--- src/rtl/spi_byte_engine.sv ---
// spi_byte_engine: SPI mode-0 (CPOL=0, CPHA=0) MSB-first master byte transceiver.
// Latency: done_o rises 1 + (2*DATA_W+1)*DIV clk_i cycles after the start_i edge.
// Backpressure: none. start_i is taken only in IDLE and is dropped otherwise (no queuing).
// Ports:
//   clk_i, rst_i         clock, asynchronous active-high reset
//   start_i, tx_data_i   start pulse and byte to send (latched when accepted)
//   cs_hold_i            sampled in the DONE cycle; 1 keeps cs_n_o asserted after the byte
//   miso_i               serial data from the slave
//   sclk_o, mosi_o       SPI clock (idle low) and serial data to the slave
//   cs_n_o               active-low chip select
//   busy_o, done_o       transfer in progress / one-cycle end-of-byte pulse
//   rx_data_o            received byte, updated in the DONE cycle and held otherwise
module spi_byte_engine #(
  parameter int DIV    = 4,
  parameter int DATA_W = 8
) (
  input  logic              clk_i,
  input  logic              rst_i,
  input  logic              start_i,
  input  logic [DATA_W-1:0] tx_data_i,
  input  logic              cs_hold_i,
  input  logic              miso_i,
  output logic              sclk_o,
  output logic              mosi_o,
  output logic              cs_n_o,
  output logic              busy_o,
  output logic              done_o,
  output logic [DATA_W-1:0] rx_data_o
);

  localparam int PH_W = (DIV > 2) ? $clog2(DIV) : 1;
  localparam int BC_W = (DATA_W > 2) ? $clog2(DATA_W) : 1;
  localparam logic [PH_W-1:0] PH_LAST = PH_W'(DIV - 1);
  localparam logic [BC_W-1:0] BC_LAST = BC_W'(DATA_W - 1);

  typedef enum logic [2:0] {
    IDLE,
    SETUP,
    SCK_HI,
    SCK_LO,
    DONE
  } state_t;

  state_t            state;
  logic [PH_W-1:0]   phase_cnt;
  logic [BC_W-1:0]   bit_cnt;
  logic [DATA_W-1:0] tx_sh;
  logic [DATA_W-1:0] rx_sh;
  logic              phase_end;

  assign phase_end = (phase_cnt == PH_LAST);

  always_ff @(posedge clk_i or posedge rst_i) begin
    if (rst_i) begin
      state     <= IDLE;
      phase_cnt <= '0;
      bit_cnt   <= '0;
      tx_sh     <= '0;
      rx_sh     <= '0;
      sclk_o    <= 1'b0;
      mosi_o    <= 1'b0;
      cs_n_o    <= 1'b1;
      busy_o    <= 1'b0;
      done_o    <= 1'b0;
      rx_data_o <= '0;
    end else begin
      case (state)
        IDLE: begin
          phase_cnt <= '0;
          if (start_i) begin
            tx_sh   <= tx_data_i;
            bit_cnt <= '0;
            state   <= SETUP;
            // cs_n_o may already be low from a held previous byte; driving 0 again keeps it glitch-free.
            cs_n_o  <= 1'b0;
            busy_o  <= 1'b1;
            sclk_o  <= 1'b0;
            mosi_o  <= tx_data_i[DATA_W-1];
          end
        end

        SETUP: begin
          if (phase_end) begin
            phase_cnt <= '0;
            state     <= SCK_HI;
            sclk_o    <= 1'b1;
            // Sample on the same edge that raises SCLK: the slave has had a full phase to settle.
            rx_sh     <= {rx_sh[DATA_W-2:0], miso_i};
          end else begin
            phase_cnt <= phase_cnt + 1'b1;
          end
        end

        SCK_HI: begin
          if (phase_end) begin
            phase_cnt <= '0;
            state     <= SCK_LO;
            sclk_o    <= 1'b0;
            // Advance MOSI on the falling edge; after the last bit it simply holds.
            if (bit_cnt != BC_LAST) begin
              tx_sh  <= tx_sh << 1;
              mosi_o <= tx_sh[DATA_W-2];
            end
          end else begin
            phase_cnt <= phase_cnt + 1'b1;
          end
        end

        SCK_LO: begin
          if (phase_end) begin
            phase_cnt <= '0;
            if (bit_cnt == BC_LAST) begin
              state     <= DONE;
              done_o    <= 1'b1;
              rx_data_o <= rx_sh;
            end else begin
              bit_cnt <= bit_cnt + 1'b1;
              state   <= SCK_HI;
              sclk_o  <= 1'b1;
              rx_sh   <= {rx_sh[DATA_W-2:0], miso_i};
            end
          end else begin
            phase_cnt <= phase_cnt + 1'b1;
          end
        end

        DONE: begin
          done_o <= 1'b0;
          busy_o <= 1'b0;
          state  <= IDLE;
          if (!cs_hold_i) begin
            cs_n_o <= 1'b1;
          end
        end

        default: begin
          state <= IDLE;
        end
      endcase
    end
  end

endmodule

--- config.mk ---
export PLATFORM = sky130hd
export DESIGN_NAME = spi_byte_engine
export DESIGN_NICKNAME = d
export VERILOG_FILES = /design/src/rtl/spi_byte_engine.sv
export SDC_FILE = /design/constraint.sdc
export NUM_CORES = 1
export LEC_CHECK = 0
export CORE_MARGIN = 5
export CORE_UTILIZATION = 29
export CTS_CLUSTER_DIAMETER = 30
export CTS_CLUSTER_SIZE = 12
export DETAILED_ROUTE_END_ITERATION = 10
export HOLD_SLACK_MARGIN = 0.15
export PLACE_DENSITY = 0.46
export SYNTH_ARGS = -nofsm -noshare
export SYNTH_HDL_FRONTEND = slang
export SYNTH_SLANG_ARGS = --single-unit
--- constraint.sdc ---
create_clock -name clk_i -period 2.7 [get_ports clk_i]
set_clock_uncertainty 0.15 [all_clocks]
set_input_delay 0.54 -clock clk_i [delete_from_list [all_inputs] [get_ports clk_i]]
set_output_delay 0.54 -clock clk_i [all_outputs]
set_load 0.1 [all_outputs]
* After elaboration in Yosys (flattened, before gate mapping)
Index checks and enable logic that the tools add are counted.
** Operators by class
- $add $sub $neg :: 2
- $mul :: 0
- Divide/modulo/power cells :: 0
- $lt $le $gt $ge :: 0
- Equality and inequality tests :: 15
- Shift-type cells :: 0
- Mux-type cells :: 37
- Bitwise operators :: 0
- Reduce and logical (&&, ||, !) cells :: 18
** Operators by type and width (number)
- 3-bit two-way mux :: 8
- 8-bit two-way mux :: 3
- 7-bit two-way mux :: 3
- 2-bit != test, second input constant :: 8
- 8-bit case mux with 2 select lines :: 1
- 4-bit AND reduction :: 4
- 7-bit case mux with 2 select lines :: 1
- 1-bit two-way mux :: 12
- 3-bit case mux with 4 select lines :: 1
- 2-bit nonzero test :: 6
- 3-bit AND reduction :: 3
- 1-bit case mux with 2 select lines :: 4
- 3-bit by 2-bit equality test with 1-bit output, second input constant :: 2
- 3-bit equality test, second input constant :: 2
- 3-bit case mux with 2 select lines :: 1
- 6-bit AND reduction :: 1
- 1-bit case mux with 4 select lines :: 1
- 2-bit case mux with 2 select lines :: 1
- 4-bit nonzero test :: 1
- 3-bit by 1-bit adder with 3-bit output, second input constant :: 1
- 3-bit by 1-bit equality test with 1-bit output, second input constant :: 1
- 3-bit logical NOT :: 1
- 3-bit != test, second input constant :: 1
- 3-bit OR reduction :: 1
- other kinds (4) :: 4
** Word-level totals
- Bits in registers :: 36
- Bits in latches :: 0
- Memory bits (writable) :: 0
- Memory bits (read-only) :: 0
- Bits of input ports :: 13
- Output and inout port bits :: 13
- Word-level logic and storage cells :: 83
- Memories kept :: 0

* Logic depth before layout (Yosys ltp)
- Word-level depth :: 4
- Gate-level depth with buffers :: 6
- Gate-level depth less buffers :: 5

* Worst setup path before layout
No wires, ideal clock.
- Path type :: reg2reg
- Start point :: register bit_cnt[0]
- End point :: register mosi_o
- Library setup time :: 0.125 ns
- Arrival time :: 1.615 ns
- Required time :: 2.425 ns
- Slack :: 0.809 ns
- Cell stages (with the launch flop) :: 6
- Path buffers :: 0
- Clock period less this slack :: 1.891 ns
- Cell sequence :: dfrtp_1 -> ha_1 -> ha_1 -> nand3b_4 -> a21boi_4 -> mux2_2
** Between the ends
- Word-level cells in the longest chain between the ends :: 3
** RTL lines
- start, declared :: line 46 : logic [BC_W-1:0] bit_cnt;
- start signal, assigned :: line 117 : bit_cnt <= bit_cnt + 1'b1;
- 3-bit != test :: line 100 : if (bit_cnt != BC_LAST) begin
- 2-bit != test (no source line)
- 4-bit AND reduction (no source line)
- end signal, assigned :: line 78 : mosi_o <= tx_data_i[DATA_W-1];
- end signal, assigned :: line 102 : mosi_o <= tx_sh[DATA_W-2];
- end, declared :: line 24 : output logic mosi_o,
Every way passes these cells.
A chain may end at the register's enable or synchronous reset.

* Worst setup path in the final report
- Start point :: register bit_cnt[0]
- End point :: register rx_sh[2]
** Between the ends
- Word-level cells in the longest chain between the ends :: 3
** RTL lines
- 3-bit equality test :: line 112 : if (bit_cnt == BC_LAST) begin
- 2-bit != test (no source line)
- 4-bit AND reduction (no source line)
- end signal, assigned :: line 88 : rx_sh <= {rx_sh[DATA_W-2:0], miso_i};
- end signal, assigned :: line 120 : rx_sh <= {rx_sh[DATA_W-2:0], miso_i};
- end, declared :: line 48 : logic [DATA_W-1:0] rx_sh;
Every way passes these cells.

==> impl_metrics.yaml <==
worst_hold_path:
  hold_start: "phase_cnt[1]"
  hold_depth: 2
  min_path_type: "flip-flop to flip-flop"
  hold_end: "phase_cnt[1]"
die:
  floorplan.die.width_um: 85.2
  start_util: 0.298
  die_area_um2: 7260
  die_h_um: 85.2
  rows: 27
  pin_count: 26
  coreArea_um2: 5510
route:
  drt_iter0_drc: 57
  drtPass1Iterations: 4
  wire_per_inst_um: 13.5
  drtAntennaViolNets: 0
  wl_mm: 3.00
  vias: 1005
  drcViolationCount: 0
  vias_per_cell: 4.51
grt:
  grt_max_degree: 37
  overflow: 0
  grt_pass1_wl_mm: 5.22
  grt.total_usage: 0.0915
  grt_pass1_vias: 1114
  antenna_found_initial: 0
timing:
  period_share: 0.772
  slew_viol_final: 0
  whs_ns: 0.346
  final.setup.tns_ns: 0
  rsz0062_at_grt: "false"
  fmax_mhz: 480
  max-slew-margin-rel: 0.559
  worst_pin_slew_ns: 0.662
  finalHoldViolCount: 0
  min_period_ns: 2.08
  setup_violations: 0
power_and_ir_drop:
  power_uw: 2140
  powerDensity_nw_per_um2: 1050
  p_leak_uw: 0.000951
  vdd_drop_max_mv: 0.416
clock_network:
  cts.htree.levels: 2
  cts_resized: 0
  clock_path_buffers: 2
  cts_hold_buffers: 0
  clk_pin_slew_ns: 0.08
  cts_made_buffers: 5
  cts.sinks: 36
  tritoncts: "built"
  clk_latency_ns: 0.28
  post_cts_buffers: 0
  ctsRootBufferMaster: "clkbuf_8"
run:
  maxCapViolations: 0
placement:
  post-dp-hpwl_mm: 2.12
  portBuffers: 25
  place.gp.congestion: 0.723
  post_dp_cell_area_um2: 1920
synthesis:
  postSynthCellCount: 122
  synth_top_cell_area_share: 0.534
  synth_top_cell_by_area: "dfrtp_1"
  post_synth.cell_area_avg_um2: 13.4
  synth.distinct_cells: 34
  synth_area_leaders: "dfrtp_1 53%, mux2_2 19%, ha_1 2.3%"
  synth.ff_latch_count: 36
  synth_fp_nets: 138
  seq_area_frac_synth: 0.550
  synth_area_um2: 1640
  yosys_warnings: 0
finish:
  final_util: 0.369
  design_area_um2: 2030
  layout_common_cells: "35 x dfrtp_1, 27 x mux2_2, 14 x buf_4, 12 x clkdlybuf4s50_1"
  final_layout_size_suffix_gt1_frac: 0.391
  n_antenna_cell: 0
  synthToLayoutAreaGrowth_pct: 23.9
  layout_commonest_cell: "dfrtp_1"
  final_nets: 166
critical_path:
  cp.arrival_ns: 2.10
  reg2reg_slack_ns: 0.62
  critical_path_required_ns: 2.72
  crit_fanout: 9
  r2r-end: "rx_sh[2]"
  cp-start-kind: "flip-flop"
  worstReg2RegStart: "bit_cnt[0]"
  reg2regPathDepth: 5
  path_class: "flip-flop to flip-flop"
  crit_path_end_kind: "flip-flop"
status:
  status: "finished clean"
==> cell usage after synthesis <==
master / number
a21o_1: 3
buf_4: 2
o2bb2ai_1: 2
nand3_1: 1
nor3_1: 2
nor4_1: 1
a21bo_2: 1
nand2b_4: 1
a22oi_1: 2
nor2_1: 4
a31oi_1: 1
mux2_2: 27
nand3_4: 1
a21boi_4: 1
and4bb_2: 1
o21ai_0: 5
a21oi_1: 4
nor2_2: 1
a221o_1: 1
clkbuf_1: 1
nor2b_2: 1
and3_1: 2
dfstp_2: 1
buf_2: 1
nand2_1: 5
ha_1: 3
dfrtp_1: 35
and2_2: 1
o31ai_1: 1
nor2b_1: 1
mux2_1: 3
buf_6: 1
nand3b_4: 1
inv_1: 4
==> flip-flops by register name (all words and copies together) (netlist names) <==
name and flops:
phase_cnt 2, state 3, rx_sh 8, mosi_o 1, busy_o 1, sclk_o 1
tx_sh 7, cs_n_o 1, rx_data_o 8, done_o 1, bit_cnt 3
==> worst max-delay path, stage by stage, from the launching register on <==
cell,delay (ns)
dfrtp_1,0.41
ha_1,0.21
ha_1,0.27
nand2_1,0.11
and3_1,0.44
mux2_2,0.39
==> cell families (layout without fill, tap and decap cells) <==
logic type,count (synthesis),count (layout),share of synthesized area
AO/OA/AOI/OAI,21,21,0.0931
buffers and inverters,9,38,0.0305
flip-flops,36,36,0.550
adder cells (fa/ha/maj),3,3,0.0229
AND/OR/NAND/NOR,23,23,0.0976
multiplexers,30,30,0.206
==> layout make-up <==
class,instances,area (um^2)
clock buffers,5,68.8
repair buffers,26,225
well taps,72,90.1
flip-flops and latches,36,902
fillers,528,3470
inverters,4,15.0
clock inverters,3,42.5
multi-input cells,77,688
==> worst max path at each step <==
| stage | from | endpoint | slack, ns | cells past startpoint |
|---|---|---|---|---|
| 2_1_floorplan | bit_cnt[0] | mosi_o | 0.81 | 5 |
| 3_3_place_gp | start_i | mosi_o | 0.58 | 4 |
| 3_5_place_dp | start_i | tx_sh[2] | 0.56 | 4 |
| 4_1_cts | bit_cnt[0] | rx_sh[2] | 0.59 | 5 |
| 5_1_grt | bit_cnt[0] | rx_sh[3] | 0.51 | 5 |
| 6_report | bit_cnt[0] | rx_sh[2] | 0.62 | 5 |
==> power breakdown <==
part	leakage (uW)	switching (uW)	internal [uW]	total, uW
Sequential	0.000454	135	718	854
Clock	0.0000541	193	273	466
Combinational	0.000443	469	351	820
==> metal layers <==
layer | up-vias | wire, um | GRT usage
met2 | 14 | 1500 | 0.148
li1 | 494 | - | -
met4 | 0 | 40 | 0.0345
met1 | 492 | 1340 | 0.107
met3 | 5 | 121 | 0.0398
met5 | - | 0 | 0
==> per-stage QoR <==
step / std cells / worst slack (ns)
after CTS: 223 / 0.593
after detailed placement: 215 / 0.559
after global routing: 223 / 0.511
final: 223 / 0.616
after floorplan: 122 / 0.809
after global placement: 215 / 0.584
Power figures use the tool's default switching activity.
==> RTL edit (same settings) <==
The parameter `DATA_W` goes from 8 to 32.
--- a/src/rtl/spi_byte_engine.sv
+++ b/src/rtl/spi_byte_engine.sv
@@ -12,7 +12,7 @@
 //   rx_data_o            received byte, updated in the DONE cycle and held otherwise
 module spi_byte_engine #(
   parameter int DIV    = 4,
-  parameter int DATA_W = 8
+  parameter int DATA_W = 32
 ) (
   input  logic              clk_i,
   input  logic              rst_i,
Ports: changed (resized rx_data_o and tx_data_i); port bits go from 26 to 74. No check against the original RTL was run, so the function may have changed too.
==> RTL edit against the original RTL <==
Routed wire length rose to 3.1 times the old value; sequential share of layout area up 1.2 points; setup slack worse by 0.36 ns; sequential power up 97%; sequential cell count up 74; critical path type unchanged; largest power group unchanged; power up 54%; synthesized area rose to 2.9 times the old value; design area rose to 3.0 times the old value; maximum frequency down 15%; critical endpoint is now tx_sh[18].
==> RTL edit: results (changes against the original RTL) <==
metric;value;unit;change
outcome;finished, final reports clean;;
delay of the slowest critical-path stage;0.41;ns;-0.03 ns
global-route wire length before repair;15700;microns;+200%
overall routing resource usage;10.1;%;+0.93 points
post-cts gate resize count;0;;unchanged
largest cells by area after synthesis;dfrtp_1 (56%), mux2_2 (26%), mux2_4 (3.1%), buf_6 (2.6%), mux2_1 (1.2%);;
placed cell areas;5710;sq um;+200%
Buffers on Ports;73;;+190%
vias in the first global route;2947;;+160%
Max Fanout on Critical Path;32;;+23
count of cell types in the netlist;39;;+15%
synth cell count leaders;mux2_2 (113), dfrtp_1 (109), buf_6 (11);;
Root Driver;clkbuf_16;;
mean number of vias per cell;4.39;;-2.6%
largest net degree at the start of global routing;51;;+38%
GP Congestion;0.670;;-7.4%
total CTS buffers;9;;+4
Initial DRC Count;62;;+8.8%
Lkg Pwr;2.77;nW;+190%
placed wire-length estimate;5970;microns;+180%
main flop type after synthesis;dfrtp_1;;
Seq/Total Area, Yosys;57.0;%;+2.0 points
worst slew pin tran;0.477;ns;-0.185 ns
Max IR drop VDD;0.276;mV;-34%
WL final;9210;microns;+210%
biggest regs;rx_data_o (32), rx_sh (32), tx_sh (31);;
Slowest-stage cell, CP;dfrtp_1;;
layout cell share with drive strength beyond 1;48.9;%;+9.8 points
Fillers;1595;;+200%
htree depth;3;;+1
CP top delay family;adder cells;;
Clock Latency Late Sink;0.35;ns;+0.07 ns
fin nets;432;;+160%
Syn Nets;359;;+160%
RTL edit: worst paths after layout:
check	start	to	slack [ns]	cells past startpoint
max	bit_cnt[0]	tx_sh[18]	0.26	8
min	cs_n_o	cs_n_o	0.32	2
max reg2reg	bit_cnt[0]	tx_sh[18]	0.26	8
min reg2reg	cs_n_o	cs_n_o	0.32	2
max in group asynchronous	rst_i	rx_data_o[3]	1.38	3
min in group asynchronous	rst_i	tx_sh[10]	0.41	2
RTL edit: cell families after synthesis:
kind of cell | Yosys count | share of synthesized area, %
muxes | 128 | 30.6
buffers and inverters | 28 | 4.17
adders and majority gates | 3 | 0.777
DFF | 110 | 57.0
AOI/OAI and AO/OA | 20 | 3.31
and+or+nand+nor | 30 | 4.17
RTL edit: routing by layer:
metal | global-route usage, % | part of all wire [%] | vias up | routed length, microns
met1 | 13.3 | 47 | 1361 | 4310
met3 | 3.79 | 5.3 | 11 | 484
met4 | 3.71 | 1.4 | 0 | 133
met2 | 15.2 | 46 | 53 | 4280
met5 | 0 | 0 | - | 0
li1 | - | - | 1283 | -
RTL edit: area by class of cell:
cell class | instances | share of cell area, %
clock buffer | 10 | 3.95
clock inverter | 6 | 1.55
inverter | 9 | 0.642
multi-input combinational | 181 | 31.2
sequential | 110 | 45.6
tap | 220 | 4.55
timing repair buffer | 81 | 12.6
RTL edit: worst reg2reg max path: cells and delay by family (launching register included):
kind | cells | cell delay, ns
AO/OA/AOI/OAI | 1 | 0.30
adder cells (fa/ha/maj) | 2 | 0.48
buffers and inverters | 2 | 0.32
flip-flops | 1 | 0.41
multiplexers | 1 | 0.37
AND/OR/NAND/NOR | 2 | 0.29
RTL edit: where the power goes:
part           switching (W)  internal [W]  total, W
clock network       0.000622      0.000846   0.00147
logic              0.0000599     0.0000868  0.000147
registers          0.0000120       0.00167   0.00168
RTL edit: stage by stage:
step                      utilization [%]  power [W]  hold slack [ns]  std cells  setup WS (ns)
after detailed placement             34.7    0.00187            0.315        601          0.261
final                                36.7    0.00330            0.320        617          0.256
after floorplan                         -    0.00178            0.295        319          0.414
after global placement               34.7    0.00186            0.314        601          0.301
after global routing                 36.7    0.00344            0.349        617          0.117
after CTS                            36.7    0.00337            0.325        617          0.247
